## src/rtl/hdmi_timing_pkg.sv

```systemverilog
// Shared encodings and raster constants for the HDMI video timing path.
// Default timing is 640x480@60; totals are derived, never hand-entered.
package hdmi_timing_pkg;

  typedef enum logic [1:0] {
    ST_IDLE      = 2'd0,
    ST_SYNC_WAIT = 2'd1,
    ST_RUN       = 2'd2
  } state_t;

  localparam int DEF_H_ACTIVE = 640;
  localparam int DEF_H_FP     = 16;
  localparam int DEF_H_SYNC   = 96;
  localparam int DEF_H_BP     = 48;
  localparam int DEF_V_ACTIVE = 480;
  localparam int DEF_V_FP     = 10;
  localparam int DEF_V_SYNC   = 2;
  localparam int DEF_V_BP     = 33;
  localparam int DEF_CW       = 12;

  function automatic int raster_total(input int active, input int fp, input int sync,
                                      input int bp);
    return active + fp + sync + bp;
  endfunction

endpackage

```

## src/rtl/video_timing_counter.sv

```systemverilog
// Horizontal/vertical raster counters with active and sync-window decode.
// Decode is combinational from the counter registers.
module video_timing_counter
  import hdmi_timing_pkg::*;
#(
  parameter int H_ACTIVE = DEF_H_ACTIVE,
  parameter int H_FP     = DEF_H_FP,
  parameter int H_SYNC   = DEF_H_SYNC,
  parameter int H_BP     = DEF_H_BP,
  parameter int V_ACTIVE = DEF_V_ACTIVE,
  parameter int V_FP     = DEF_V_FP,
  parameter int V_SYNC   = DEF_V_SYNC,
  parameter int V_BP     = DEF_V_BP,
  parameter int CW       = DEF_CW
) (
  input  logic          i_clk,
  input  logic          i_clear,
  output logic [CW-1:0] o_h_cnt,
  output logic [CW-1:0] o_v_cnt,
  output logic          o_act,
  output logic          o_hs,
  output logic          o_vs
);

  localparam int H_TOTAL = raster_total(H_ACTIVE, H_FP, H_SYNC, H_BP);
  localparam int V_TOTAL = raster_total(V_ACTIVE, V_FP, V_SYNC, V_BP);
  localparam logic [CW-1:0] H_LAST = CW'(H_TOTAL - 1);
  localparam logic [CW-1:0] V_LAST = CW'(V_TOTAL - 1);
  // One extra bit so a sync window ending exactly at 2**CW still compares correctly.
  localparam logic [CW:0] H_ACT_END = (CW+1)'(H_ACTIVE);
  localparam logic [CW:0] HS_BEG    = (CW+1)'(H_ACTIVE + H_FP);
  localparam logic [CW:0] HS_END    = (CW+1)'(H_ACTIVE + H_FP + H_SYNC);
  localparam logic [CW:0] V_ACT_END = (CW+1)'(V_ACTIVE);
  localparam logic [CW:0] VS_BEG    = (CW+1)'(V_ACTIVE + V_FP);
  localparam logic [CW:0] VS_END    = (CW+1)'(V_ACTIVE + V_FP + V_SYNC);

  logic [CW-1:0] r_h_cnt;
  logic [CW-1:0] r_v_cnt;
  logic [CW:0]   w_h_ext;
  logic [CW:0]   w_v_ext;

  always_ff @(posedge i_clk) begin
    if (i_clear) begin
      r_h_cnt <= '0;
      r_v_cnt <= '0;
    end else if (r_h_cnt == H_LAST) begin
      r_h_cnt <= '0;
      r_v_cnt <= (r_v_cnt == V_LAST) ? '0 : r_v_cnt + CW'(1);
    end else begin
      r_h_cnt <= r_h_cnt + CW'(1);
    end
  end

  assign w_h_ext = {1'b0, r_h_cnt};
  assign w_v_ext = {1'b0, r_v_cnt};
  assign o_h_cnt = r_h_cnt;
  assign o_v_cnt = r_v_cnt;
  assign o_act   = (w_h_ext < H_ACT_END) && (w_v_ext < V_ACT_END);
  assign o_hs    = (w_h_ext >= HS_BEG) && (w_h_ext < HS_END);
  assign o_vs    = (w_v_ext >= VS_BEG) && (w_v_ext < VS_END);

endmodule

```

## src/rtl/hdmi_video_timing_ctrl.sv

```systemverilog
// Raster sequencer feeding the three TMDS encoders: FSM, pixel handshake, output registers.
// Pixel stream: a beat transfers on a CK edge where PIX_VALID & PIX_READY are both high.
module hdmi_video_timing_ctrl
  import hdmi_timing_pkg::*;
#(
  parameter int H_ACTIVE = DEF_H_ACTIVE,
  parameter int H_FP     = DEF_H_FP,
  parameter int H_SYNC   = DEF_H_SYNC,
  parameter int H_BP     = DEF_H_BP,
  parameter int V_ACTIVE = DEF_V_ACTIVE,
  parameter int V_FP     = DEF_V_FP,
  parameter int V_SYNC   = DEF_V_SYNC,
  parameter int V_BP     = DEF_V_BP,
  parameter bit HS_POL   = 1'b0,
  parameter bit VS_POL   = 1'b0,
  parameter int CW       = DEF_CW
) (
  input  logic          CK,
  input  logic          RESET,
  input  logic          ENABLE,
  input  logic          PIX_VALID,
  input  logic          PIX_SOF,
  input  logic [23:0]   PIX_DATA,
  output logic          PIX_READY,
  output logic          DE,
  output logic          HSYNC,
  output logic          VSYNC,
  output logic [7:0]    R,
  output logic [7:0]    G,
  output logic [7:0]    B,
  output logic [CW-1:0] H_CNT,
  output logic [CW-1:0] V_CNT,
  output logic          FRAME_START,
  output logic          UNDERFLOW,
  output logic          SOF_ERR,
  output state_t        DBG_STATE
);

  state_t        r_state;
  state_t        w_state_nxt;
  logic          w_clear;
  logic          w_act;
  logic          w_hs;
  logic          w_vs;
  logic          w_origin;
  logic          w_sof_pix;
  logic          w_ready;
  logic          w_run;
  logic          w_sof_err;
  logic          w_fire;
  logic [CW-1:0] w_h_cnt;
  logic [CW-1:0] w_v_cnt;
  logic          r_de;
  logic          r_hs;
  logic          r_vs;
  logic [23:0]   r_rgb;
  logic          r_fs;
  logic          r_underflow;
  logic          r_sof_err;

  assign w_clear = RESET | ~ENABLE | (r_state == ST_IDLE);

  video_timing_counter #(
    .H_ACTIVE(H_ACTIVE), .H_FP(H_FP), .H_SYNC(H_SYNC), .H_BP(H_BP),
    .V_ACTIVE(V_ACTIVE), .V_FP(V_FP), .V_SYNC(V_SYNC), .V_BP(V_BP),
    .CW(CW)
  ) u_counter (
    .i_clk  (CK),
    .i_clear(w_clear),
    .o_h_cnt(w_h_cnt),
    .o_v_cnt(w_v_cnt),
    .o_act  (w_act),
    .o_hs   (w_hs),
    .o_vs   (w_vs)
  );

  assign w_origin  = (w_h_cnt == '0) && (w_v_cnt == '0);
  assign w_sof_pix = PIX_VALID & PIX_SOF;

  always_ff @(posedge CK) begin
    if (RESET) r_state <= ST_IDLE;
    else       r_state <= w_state_nxt;
  end

  // w_run marks slots that belong to an aligned frame, including the SOF slot that leaves SYNC_WAIT.
  always_comb begin
    w_state_nxt = r_state;
    w_ready     = 1'b0;
    w_run       = 1'b0;
    w_sof_err   = 1'b0;
    case (r_state)
      ST_IDLE: w_state_nxt = ST_SYNC_WAIT;
      ST_SYNC_WAIT: begin
        if (!w_sof_pix) begin
          w_ready = 1'b1;
        end else if (w_origin) begin
          w_ready     = 1'b1;
          w_run       = 1'b1;
          w_state_nxt = ST_RUN;
        end
      end
      ST_RUN: begin
        w_run   = 1'b1;
        w_ready = w_act;
        if (w_act && w_sof_pix && !w_origin) begin
          w_ready     = 1'b0;
          w_sof_err   = 1'b1;
          w_state_nxt = ST_SYNC_WAIT;
        end else if (w_act && PIX_VALID && !PIX_SOF && w_origin) begin
          w_sof_err = 1'b1;
        end
      end
      default: w_state_nxt = ST_IDLE;
    endcase
    if (!ENABLE || RESET) begin
      w_state_nxt = ST_IDLE;
      w_ready     = 1'b0;
      w_run       = 1'b0;
      w_sof_err   = 1'b0;
    end
  end

  assign w_fire = PIX_VALID & w_ready;

  always_ff @(posedge CK) begin
    if (w_clear) begin
      r_de        <= 1'b0;
      r_hs        <= ~HS_POL;
      r_vs        <= ~VS_POL;
      r_rgb       <= '0;
      r_fs        <= 1'b0;
      r_underflow <= 1'b0;
      r_sof_err   <= 1'b0;
    end else begin
      r_de        <= w_run & w_act;
      r_hs        <= w_hs ? HS_POL : ~HS_POL;
      r_vs        <= w_vs ? VS_POL : ~VS_POL;
      r_rgb       <= (w_run & w_act & w_fire) ? PIX_DATA : '0;
      r_fs        <= w_run & w_act & w_origin;
      r_underflow <= r_underflow | (w_run & w_act & ~PIX_VALID);
      r_sof_err   <= r_sof_err | w_sof_err;
    end
  end

  assign PIX_READY   = w_ready;
  assign DE          = r_de;
  assign HSYNC       = r_hs;
  assign VSYNC       = r_vs;
  assign R           = r_rgb[23:16];
  assign G           = r_rgb[15:8];
  assign B           = r_rgb[7:0];
  assign H_CNT       = w_h_cnt;
  assign V_CNT       = w_v_cnt;
  assign FRAME_START = r_fs;
  assign UNDERFLOW   = r_underflow;
  assign SOF_ERR     = r_sof_err;
  assign DBG_STATE   = r_state;

endmodule

```

## config.mk

```make
export PLATFORM = sky130hd
export DESIGN_NAME = hdmi_video_timing_ctrl
export DESIGN_NICKNAME = d
export VERILOG_FILES = /design/src/rtl/hdmi_timing_pkg.sv /design/src/rtl/video_timing_counter.sv /design/src/rtl/hdmi_video_timing_ctrl.sv
export SDC_FILE = /design/constraint.sdc
export NUM_CORES = 1
export LEC_CHECK = 0
export CORE_UTILIZATION = 49
export DETAILED_ROUTE_END_ITERATION = 16
export GPL_TIMING_DRIVEN = 0
export PLACE_DENSITY = 0.94
export SLEW_MARGIN = 40
export SYNTH_ARGS = -nofsm -noshare
export SYNTH_HDL_FRONTEND = slang
export SYNTH_SLANG_ARGS = --single-unit
export TNS_END_PERCENT = 10
```

## constraint.sdc

```tcl
create_clock -name CK -period 6.7 [get_ports CK]
set_clock_uncertainty 0.15 [all_clocks]
set_input_delay 0.67 -clock CK [delete_from_list [all_inputs] [get_ports CK]]
set_output_delay 0.67 -clock CK [all_outputs]
set_load 0.05 [all_outputs]
```

== Word-level counts from Yosys, hierarchy flattened ==
Cells that the tools add are included.
Storage, ports and cells
  output and inout port bits: 57
  word-level logic and storage cells: 77
  bits in registers: 56
  input port bits: 29
Operators by class
  muxes and demuxes: 19
  eq/ne operators: 7
  order comparisons: 6
  add/sub/neg operators: 2
  reduce and logical (&&, ||, !) cells: 20
  bitwise operators: 13
Operators with widths (number)
  $add 12x1->12 const B: 2
  $eq 12x10->1 const B: 2
  $logic_not 12->1: 2
  $lt 12x10->1 const B: 2
  $lt 12x9->1 const B: 2
  $ge 12x10->1 const B: 1
  $ge 12x9->1 const B: 1
  $mux 1: 12
  $mux 12: 1
  $logic_and 1x1->1: 9
  $and 1x1->1: 6
  $mux 2: 3
  $ne 2x2->1 const B: 3
  $pmux 2 s3: 1
  $reduce_or 2->1: 3
  $or 1x1->1: 4
  $pmux 1 s2: 2
  $logic_not 1->1: 3
  $not 1->1: 3
  $reduce_and 3->1: 1
  $eq 2x1->1 const B: 1
  $eq 2x2->1 const B: 1
  $logic_not 2->1: 1
  $logic_or 1x1->1: 1

== Depth between registers and ports, before layout ==
Gate-level depths: netlist of run 1.
  depth after elaboration: 11
  gate-level depth with buffers: 10
  depth with buffers taken out: 7

== Modules after synthesis ==
A second synthesis of run 1 with hierarchy kept.
Unflattened totals
  cells, all modules: 265
  area total of the unflattened synthesis: 2426.1 µm²
By module, submodules not included
  video_timing_counter: times used 1, sequential area each 480.5 µm², area each 1234.9 µm², cells an instance 151
  hdmi_video_timing_ctrl: times used 1, sequential area each 640.6 µm², area each 1191.1 µm², cells an instance 114

== Least setup slack after synthesis of run 1 ==
No wires, ideal clock.
  path kind: register to output
  start point: register u_counter.r_v_cnt[5] (netlist: u_counter.o_v_cnt[5])
  end point: output PIX_READY
  arrival: 2804 ps
  stages on the path, launching flop included: 6
  setup slack: 3076 ps
  data required time: 5880 ps
  path buffers: 1
  cells stage by stage: dfxtp_1 -> buf_6 -> or4_4 -> nor4_4 -> a21oi_1 -> nor3_1
Between the ends
  longest elaborated chain between the ends: 7
  elaborated cells between the ends (all ways): 12
  those cells by class: 1 x order compare; 5 x mux; 6 x reduce/logical
RTL lines
  start, declared: line video_timing_counter.sv:38  | logic [CW-1:0] r_v_cnt;
  start signal, assigned: line video_timing_counter.sv:48  | r_v_cnt <= (r_v_cnt == V_LAST) ? '0 : r_v_cnt + CW'(1);
  $lt 12x9->1 or $logic_not 12->1 (tied branches): line video_timing_counter.sv:58, hdmi_video_timing_ctrl.sv:77
  $logic_and 1x1->1, on equally long branches: line video_timing_counter.sv:58, hdmi_video_timing_ctrl.sv:77
  $logic_and 1x1->1 or $logic_not 1->1 (tied branches): line hdmi_video_timing_ctrl.sv:105  | if (w_act && w_sof_pix && !w_origin) begin
  $logic_and 1x1->1: line hdmi_video_timing_ctrl.sv:105
  $mux 1: line hdmi_video_timing_ctrl.sv:105
  $pmux 1 s2 *: line hdmi_video_timing_ctrl.sv:91  | case (r_state)
  $mux 1 *: line hdmi_video_timing_ctrl.sv:115  | if (!ENABLE || RESET) begin
  end, declared: line hdmi_video_timing_ctrl.sv:24  | output logic PIX_READY,
Mark *: on every way between the ends. The rest lies on a longest branch, timed or not.

== Worst setup path in the final report of run 1 ==
Same ends and word-level chain as after synthesis.

==> key figures, run 1 <==
Critical path
  – CP delay by family, top: simple AND/OR/NAND/NOR gates
  – CP Launch Type: register
  – Buf/Inv on CP: 2
  – Slowest Stage Delay on Critical Path: 860 ps
  – Crit path DAT: 3040 ps
  – Reg-to-Reg End: u_counter.o_v_cnt[8]
  – Flop2flop setup slack: about 4000 ps
  – Setup CP Type: register to output port
  – CP max stage cell: clkdlybuf4s50_1
  – Worst-path cell chain: buf_6 > or4_4 > nor4_4 > a21oi_1 > nor3_1 > clkdlybuf4s50_1
  – Crit path launch: u_counter.o_v_cnt[5]
  – Worst endpoint required time: a little under 6000 ps
  – CP max FO: 7
  – Critical path capture point type: output port
  – R2R Path Start: u_counter.o_h_cnt[6]
  – Worst-case reg-to-reg path depth: 6

Global route
  – Total GRT Usage: 21.6%
  – First-pass GRT wire length: ~9200 um
  – Largest net degree at the start of global routing: 16
  – Vias in the first global route: 2016
  – Grt total ovfl: 0
  – Initial antenna violation count: 0

Synthesis
  – FF+latch count, synth: 56
  – Share of the yosys chip area belonging to registers: a little over two fifths
  – Syn nets: 321
  – Top_reg_cell synth: dfxtp_1
  – Post-synth EDFFs: 0
  – Synth top area share: 43.4%
  – Synth top area cells: dfxtp_1 43%, nor3_2 7.8%, inv_1 5.2%
  – Asr flop ratio synth: 0%
  – Yosys synthesis warning count: 0
  – Cell accounting for the most synthesized area: dfxtp_1
  – Post-Syn Instances: 284
  – Synth Cell Area: about 2600 um2
  – Synth unique cells: 44
  – Mean Syn Cell Area: roughly 9.1 um2

Route
  – Routed via count: 2272
  – 1st-iter DRT viols: 79
  – ANT nets after route: 0
  – DRC viols: 0
  – Vias per Instance: 5.09
  – Routed length per instance: 13.4 um
  – Final WL: 5980 um
  – First-pass DRT Iterations: 4

Clocking
  – Clk buf depth: 2
  – Num CTS Buffers: 5
  – CTS Root Cell: clkbuf_8
  – Clock Pin Slew Worst Setup and Hold Paths: about 90 ps
  – Postcts setup bufs: 0
  – CTS tree: done
  – # hold bufs at CTS: 0
  – Resized cells post-CTS: 0
  – Clk sinks: 56
  – Worst skew pair latency: 300 ps
  – CTS H-tree lvls: 2

Die
  – # rows: 26
  – I/O pin total: 86
  – Die Y: around 75 um
  – Die ar.: 5560 um2
  – Core outline area: 5070 um2
  – Die Wd: 74.6 um
  – Starting density of the core: 50.9%

Layout
  – Area growth syn-to-layout: 39.3%
  – Nets: approximately 410
  – Layout cells sized above 1: 12.0%
  – Ant. Diodes: 0
  – Final instance area: around 3600 um2

STA
  – Tightest Pin Transition: 575 ps
  – RSZ-0062 raised after global routing: no
  – Max Fclk: 259 MHz
  – Setup Viol. Count Final: 0
  – Final Cycle Share: 57.6%
  – Worst rel slew slack: 61.5%
  – Final critical-path required period: 3860 ps
  – Slew Limit Fails: 0
  – Setup TNS: 0 ps
  – Final hold vios: 0

Worst hold path
  – Hold Path Origin: SOF_ERR
  – Hold Path End: SOF_ERR
  – Worst Hold Class: register to register
  – Cells on Worst Hold Path: 2

Outcome
  – Status: complete, no violations

Power
  – Logic gate share of total power: around 7.6%
  – Worst VDD drop: 0.0846 mV
  – Clock Power Share: 31.2%
  – Reg power frac: 61.2%
  – Pleak: 0.00134 uW
  – Switching power: 119 uW
  – Pwr dens: around 150 nW/um2
  – Pint: 427 uW
  – Sw Ratio: 21.8%

Placed design
  – IO buf count: 85
  – Placed cell area: 3520 um2
  – Dpl hpwl: between 4000 and 5000 um
  – GPL Wtd Cong: 0.885

Job
  – # Max-Cap Violations: 0
## through the flow
step                hold slack (ps)  cells  power (uW)  utilization (%)  worst slack [ps]
floorplan                       504    284         361                -              3080
global placement                287    439         382             69.4              3220
detailed placement              290    439         384             69.4              3170
CTS                             302    446         552             70.9              2820
global route                    341    446         568             70.9              2690
finish                          300    446         546             70.9              2840
## sequential cells by signal, indices dropped and copies added, names as in the netlist
register	count
r_rgb	24
HSYNC	1
FRAME_START	1
SOF_ERR	1
DBG_STATE	2
VSYNC	1
DE	1
u_counter.o_h_cnt	12
u_counter.o_v_cnt	12
UNDERFLOW	1
## cell families after synthesis
kind of cell / share of synthesized area, %
buffers and inverters: 9.64
flip-flops: 43.4
XOR/XNOR: 6.10
AO/OA/AOI/OAI: 6.35
AND/OR/NAND/NOR: 30.6
adder cells (fa/ha/maj): 3.88
## layer usage
metal / share of wire [%] / vias to the layer above / track usage [%]
li1: - / 1131 / -
met1: 42 / 1027 / 25.2
met2: 48 / 105 / 38.4
met3: 9.4 / 9 / 6.37
met4: 1.0 / 0 / 6.08
met5: 0 / - / 0
## synthesized netlist by cell type, types with 3 or more instances
cell / count
a21oi_1: 8
clkbuf_1: 4
dfxtp_1: 56
and3_1: 6
o21ai_0: 6
nand3_1: 9
or4_1: 4
xnor2_1: 5
nand2b_1: 4
nor3_1: 11
nor3_2: 20
xor2_1: 13
inv_1: 36
nand2_1: 15
nor2_1: 34
nand4_1: 10
ha_1: 8
buf_6: 3
## worst reg2reg max path, cell delays in order, from the launching register on
cell	delay, ps
dfxtp_1	370
or4_1	620
nor4_2	520
clkbuf_1	410
nand4_1	180
xor2_1	180
nor2_1	50
## worst max-delay path by stage
stage	to	cells after the start	slack [ps]
finish	PIX_READY	6	2840
global route	PIX_READY	6	2690
CTS	PIX_READY	6	2820
detailed placement	PIX_READY	6	3170
global placement	PIX_READY	6	3220
floorplan	PIX_READY	5	3080
## area by class of cell
type | count | area (um2)
repair buffers | 85 | 851
well taps | 70 | 87.6
clock inverters | 1 | 5.00
clock buffers | 6 | 72.6
flip-flops and latches | 56 | 1120
multi-input cells | 179 | 1210
plain buffers | 13 | 114
fillers | 407 | 1480
inverters | 36 | 135
## layout by cell type (no fill, tap or decap), types with 2 or more instances in the layout
| cell | Yosys | final |
|---|---|---|
| a31oi_1 | 2 | 2 |
| nand2b_1 | 4 | 4 |
| xor2_1 | 13 | 13 |
| or4_1 | 4 | 4 |
| xnor2_1 | 5 | 5 |
| a41oi_1 | 2 | 2 |
| and2_1 | 2 | 2 |
| nor3_1 | 11 | 11 |
| dfxtp_1 | 56 | 56 |
| inv_1 | 36 | 36 |
| nand3_1 | 9 | 9 |
| nand2_1 | 15 | 15 |
| a21oi_1 | 8 | 8 |
| and4_1 | 2 | 2 |
| ha_1 | 8 | 8 |
| clkbuf_1 | 4 | 5 |
| and3_1 | 6 | 6 |
| o21ai_0 | 6 | 6 |
| buf_12 | 2 | 2 |
| nor3b_1 | 2 | 2 |
| nor2_1 | 34 | 34 |
| clkbuf_8 | 0 | 5 |
| buf_6 | 3 | 3 |
| nand4_1 | 10 | 10 |
| clkdlybuf4s50_1 | 0 | 85 |
| nor3_2 | 20 | 20 |
## power by group through the flow
stage / sequential (uW) / combinational (uW) / clock, uW
2_1_floorplan: 344 / 16.9 / 0
3_3_place_gp: 342 / 40.3 / 0
3_5_place_dp: 342 / 41.5 / 0
4_1_cts: 334 / 41.9 / 176
5_1_grt: 335 / 45.0 / 188
6_report: 334 / 41.5 / 170
No activity file was read; power rests on OpenSTA's default activity.
==> inputs of run 2 (changes only) <==
Settings changed: CORE_UTILIZATION 49 to 41, PLACE_DENSITY 0.94 to 0.85.
Clock period 6.7 ns to 3.4 ns, I/O delays scaled along.
==> key figures, run 2 (synthesized netlist as in run 1, its figures left out) <==
Outcome
  – Status: complete, no violations

Die
  – Die Wd: 81.4 um (+9.1%)
  – Starting density of the core: 43.1% (-7.8 points)
  – Die Y: 81.4 um (+9.1%)
  – I/O pin total: 86 (unchanged)
  – Die ar.: 6620 um2 (+19%)
  – Core outline area: 5990 um2 (+18%)
  – # rows: 28 (+7.7%)

Critical path
  – CP Launch Type: register
  – Slowest Stage Delay on Critical Path: 570 ps (-290 ps)
  – CP max stage cell: dlygate4sd2_1
  – Crit path DAT: 2680 ps (-360 ps)
  – Setup CP Type: register to output port
  – Critical path capture point type: output port
  – Worst-path cell chain: buf_6 > or4_4 > nor4_4 > a21oi_1 > nor3_1 > dlygate4sd2_1
  – Worst endpoint required time: 2910 ps (-2970 ps)
  – CP max FO: 7 (unchanged)

STA
  – Setup ws final: 231 ps (-2610 ps)
  – Setup TNS: 0 ps (unchanged)
  – Setup Viol. Count Final: 0 (unchanged)
  – Slew Limit Fails: 0 (unchanged)
  – Final hold vios: 0 (unchanged)
  – Worst rel slew slack: 61.8% (+0.30 points)
  – Final critical-path required period: between 3000 and 4000 ps
  – RSZ-0062 raised after global routing: no
  – Final Cycle Share: a little over 90%
  – Tightest Pin Transition: 571 ps (-4.53 ps)
  – Max Fclk: 316 MHz

Layout
  – Commonest non-fill, non-tap cell in the layout: clkdlybuf4s50_1
  – Final instance area: 3620 um2 (+0.66%)
  – Largest register FFs: 24 (unchanged)
  – Largest register by flop count: r_rgb
  – Most frequent cells in the layout: 84 x clkdlybuf4s50_1, 56 x dfxtp_1, 36 x inv_1
  – Layout cells sized above 1: 12.2% (+0.27 points)
  – Layout Cells excl Fill: 451 (+1.1%)
  – Fillers: 503 (+24%)
  – Nets: 413 (unchanged)
  – Area growth syn-to-layout: 40.3%
  – Ant. Diodes: 0 (unchanged)

Global route
  – Vias in the first global route: 2087 (+3.5%)
  – Initial antenna violation count: 0 (unchanged)
  – Grt total ovfl: 0 (unchanged)
  – Total GRT Usage: 18.4% (-3.2 points)
  – Largest net degree at the start of global routing: 16 (unchanged)
  – First-pass GRT wire length: 9330 um (+1.3%)

Placed design
  – Placed cell area: 3530 um2 (+0.18%)
  – IO buf count: 85 (unchanged)
  – Placed Instances: 444 (+1.1%)
  – Dpl hpwl: 4560 um (-0.50%)
  – GPL Wtd Cong: 0.855 (-3.4%)
  – Pre-CTS WS: 272 ps (-2900 ps)

Clocking
  – Clock Pin Slew Worst Setup and Hold Paths: 90 ps (about the same)
  – Postcts setup bufs: 0 (unchanged)
  – Clk sinks: 56 (unchanged)
  – Worst skew pair latency: 310 ps (about the same)
  – Num CTS Buffers: 5 (unchanged)
  – CTS H-tree lvls: 2 (unchanged)
  – CTS tree: done
  – CTS Root Cell: clkbuf_8
  – Clk buf depth: 2 (unchanged)

Route
  – Routed via count: 2263 (-0.40%)
  – Routed length per instance: 13.5 um (+0.51%)
  – Final WL: 6080 um (+1.6%)
  – First-pass DRT Iterations: 4 (unchanged)
  – DRC viols: 0 (unchanged)
  – ANT nets after route: 0 (unchanged)
  – 1st-iter DRT viols: 93 (+18%)
  – Vias per Instance: 5.02 (-1.5%)

Power
  – Pwr dens: 311 nW/um2 (+100%)
  – Worst VDD drop: 0.165 mV (+95%)
  – Final Power: 1120 uW (+110%)
  – Pleak: 0.00135 uW (+1.1%)

Job
  – # Max-Cap Violations: 0 (unchanged)

Worst hold path
  – Worst Hold Class: register to register
-- run 2: cell types whose count changed in the layout (fill, tap and decap cells not counted), sizes merged --
cell | previous run | this run
dlygate4sd2 | 0 | 1
clkbuf | 12 | 13
clkdlybuf4s50 | 85 | 84
clkinv | 1 | 0
-- run 2: final cells by class --
cell class / instances / area, um2 / share of cell area (%)
well taps: 75 / 93.8 / 2.59
plain buffers: 13 / 114 / 3.14
flip-flops and latches: 56 / 1120 / 31.0
inverters: 36 / 135 / 3.73
multi-input cells: 179 / 1210 / 33.5
repair buffers: 85 / 850 / 23.5
clock buffers: 7 / 96.3 / 2.66
-- run 2: power by group --
group / switching, uW / total [uW] / internal (uW)
Combinational: 38.7 / 83.2 / 44.6
Clock: 201 / 383 / 182
Sequential: 1.98 / 659 / 657
Total: 242 / 1120 / 883
-- run 2: worst paths after layout --
path	startpoint	to	slack, ps	cells after the start
worst max-delay path	u_counter.o_v_cnt[5]	PIX_READY	230	6
worst min-delay path	SOF_ERR	SOF_ERR	300	2
worst max register to register	u_counter.o_h_cnt[6]	u_counter.o_v_cnt[10]	810	5
worst min register to register	SOF_ERR	SOF_ERR	300	2
-- run 2: stage by stage --
stage                     hold WS [ps]  util (%)
after floorplan                    310         -
after global placement             288      58.9
after detailed placement           290      58.9
after CTS                          304      60.5
after global routing               332      60.5
final                              300      60.5
-- run 2: timing repair --
action / in CTS / in global routing
endpoints found under the setup margin: 1 / 0
endpoints found under the hold margin: 0 / 0
resized for setup: 1 / 0
hold buffers: 0 / 0
-- run 2: routing by layer --
metal / routed length, um / track usage [%] / vias to the layer above
met5: 0 / 0 / -
li1: - / - / 1128
met4: 84 / 8.39 / 0
met1: 2580 / 21.0 / 1032
met2: 2900 / 32.0 / 94
met3: 517 / 4.72 / 9
-- run 2: critical path: cells and delay by family, from the launching register on --
family | cells | cell delay (ps)
simple gates | 3 | 1140
buf+inv | 2 | 700
flops | 1 | 330
compound gates | 1 | 200
==> inputs of run 3 (changes only) <==
Settings changed: GPL_TIMING_DRIVEN 0 to 1, PLACE_DENSITY 0.85 to unset, PLACE_DENSITY_LB_ADDON set to 0.08.
==> key figures, run 3 (synthesized netlist as in run 1, its figures left out) <==
Outcome
  – Status: complete, no violations

Critical path
  – Worst endpoint required time: 2910 ps (about the same)
  – Crit path DAT: 2310 ps (-370 ps)
  – Setup CP Type: register to output port
  – Critical path capture point type: output port
  – R2R Path Start: u_counter.o_v_cnt[5]
  – CP Launch Type: register
  – CP max FO: 8 (+1)
  – Reg-to-Reg End: r_rgb[13]
  – Worst-case reg-to-reg path depth: 5 (unchanged)
  – Flop2flop setup slack: 800 ps (about the same)

Route
  – ANT nets after route: 0 (unchanged)
  – Final WL: 5630 um (-7.3%)
  – Routed wire length on met2: 2530 um (-13%)
  – 1st-iter DRT viols: 75 (-19%)
  – Routed length per instance: 12.8 um (-5.2%)
  – First-pass DRT Iterations: 4 (unchanged)
  – Wire length on met1: 2640 um (+2.5%)
  – WL met3: 410 um (-21%)
  – Highest Signal Layer: met4
  – Vias per Instance: 4.88 (-2.7%)
  – DRC viols: 0 (unchanged)
  – Routed via count: 2153 (-4.9%)

STA
  – Final Cycle Share: 82.2% (-11 points)
  – Setup TNS: 0 ps (unchanged)
  – Setup Viol. Count Final: 0 (unchanged)
  – Final hold vios: 0 (unchanged)
  – Max Fclk: 358 MHz (+13%)
  – Worst rel slew slack: 59.0% (-2.8 points)
  – Hold_ws: 305 ps (+5.11 ps)
  – Tightest Pin Transition: 612 ps (+41.4 ps)
  – RSZ-0062 raised after global routing: no
  – Final critical-path required period: 2800 ps (-373 ps)
  – Slew Limit Fails: 0 (unchanged)

Clocking
  – Clk buf depth: 2 (unchanged)
  – CTS tree: done
  – # hold bufs at CTS: 0 (unchanged)
  – Clock Pin Slew Worst Setup and Hold Paths: 110 ps (+20 ps)
  – CTS Root Cell: clkbuf_8
  – Postcts setup bufs: 0 (unchanged)
  – Resized cells post-CTS: 0 (-1)
  – CTS H-tree lvls: 2 (unchanged)
  – Num CTS Buffers: 5 (unchanged)
  – Clk sinks: 56 (unchanged)
  – Worst skew pair latency: 310 ps (about the same)

Layout
  – Layout Cells excl Fill: 441 (-2.2%)
  – Largest register by flop count: r_rgb
  – Post-route core utilization: 58.8% (-1.7 points)
  – Final instance area: 3520 um2 (-2.8%)
  – FF+latch area: 1120 um2 (unchanged)
  – Largest register FFs: 24 (unchanged)
  – Commonest non-fill, non-tap cell in the layout: clkdlybuf4s50_1
  – Ant. Diodes: 0 (unchanged)
  – Most frequent cells in the layout: 84 x clkdlybuf4s50_1, 56 x dfxtp_1, 36 x inv_1
  – Nets: 402 (-2.7%)
  – Fillers: 584 (+16%)
  – Area growth syn-to-layout: 36.3%
  – Multi-input gate area: 1210 um2 (unchanged)
  – Layout cells sized above 1: 11.2% (-1.0 points)

Job
  – # Max-Cap Violations: 0 (unchanged)

Worst hold path
  – Cells on Worst Hold Path: 2 (unchanged)
  – Hold Path Origin: SOF_ERR
  – Worst Hold Class: register to register
  – Hold Path End: SOF_ERR

Placed design
  – Dpl hpwl: 4080 um (-11%)
  – IO buf count: 85 (unchanged)
  – GPL Wtd Cong: 0.825 (-3.5%)
  – Placed cell area: 3430 um2 (-2.9%)
  – Placed Instances: 433 (-2.5%)

Die
  – Die Wd: 81.4 um (unchanged)
  – Die ar.: 6620 um2 (unchanged)
  – Core outline area: 5990 um2 (unchanged)
  – I/O pin total: 86 (unchanged)
  – Die Y: 81.4 um (unchanged)
  – Starting density of the core: 43.1% (unchanged)
  – # rows: 28 (unchanged)

Global route
  – Initial antenna violation count: 0 (unchanged)
  – Vias in the first global route: 1958 (-6.2%)
  – First-pass GRT wire length: 8830 um (-5.3%)
  – Grt total ovfl: 0 (unchanged)
  – Total GRT Usage: 17.0% (-1.4 points)
  – Largest net degree at the start of global routing: 27 (+11)

Power
  – Pwr dens: 317 nW/um2 (+2.1%)
  – Worst VDD drop: 0.188 mV (+14%)
  – Pleak: 0.00130 uW (-4.0%)
## run 3: cell type report
class	instances	area share, %
repair buffers	87	24.5
multi-input cells	179	34.4
flip-flops and latches	56	31.8
inverters	36	3.84
clock inverters	3	0.746
well taps	75	2.67
clock buffers	5	1.95
## run 3: critical path, cell delays in order (launching register included)
cell,delay (ps)
dfxtp_1,400
or4_4,560
nor4_4,390
a21oi_1,200
nor3_1,220
buf_4,230
## run 3: worst max-delay path by stage
stage	from	endpoint	slack [ps]
detailed placement	u_counter.o_v_cnt[5]	r_rgb[13]	810
global route	u_counter.o_h_cnt[0]	PIX_READY	480
global placement	u_counter.o_v_cnt[5]	r_rgb[14]	860
CTS	u_counter.o_v_cnt[5]	PIX_READY	600
floorplan	u_counter.o_v_cnt[5]	PIX_READY	110
finish	u_counter.o_v_cnt[5]	PIX_READY	600
## run 3: power breakdown
| group | internal [uW] | switching [uW] | leakage [uW] | total (uW) |
|---|---|---|---|---|
| Combinational | 42.9 | 36.8 | 0.000799 | 79.7 |
| Clock | 152 | 226 | 0.0000491 | 378 |
| Sequential | 657 | 2.04 | 0.000451 | 659 |
## run 3: metrics by stage
step	setup slack [ps]	power [uW]
after floorplan	106	712
after global placement	855	753
after detailed placement	814	753
after CTS	596	1140
after global routing	477	1170
final	604	1120
## run 3: per-layer routing
layer / vias up / track usage [%]
met1: 970 / 21.4
met4: 0 / 5.00
met3: 6 / 4.49
li1: 1108 / -
met5: - / 0
met2: 69 / 28.3
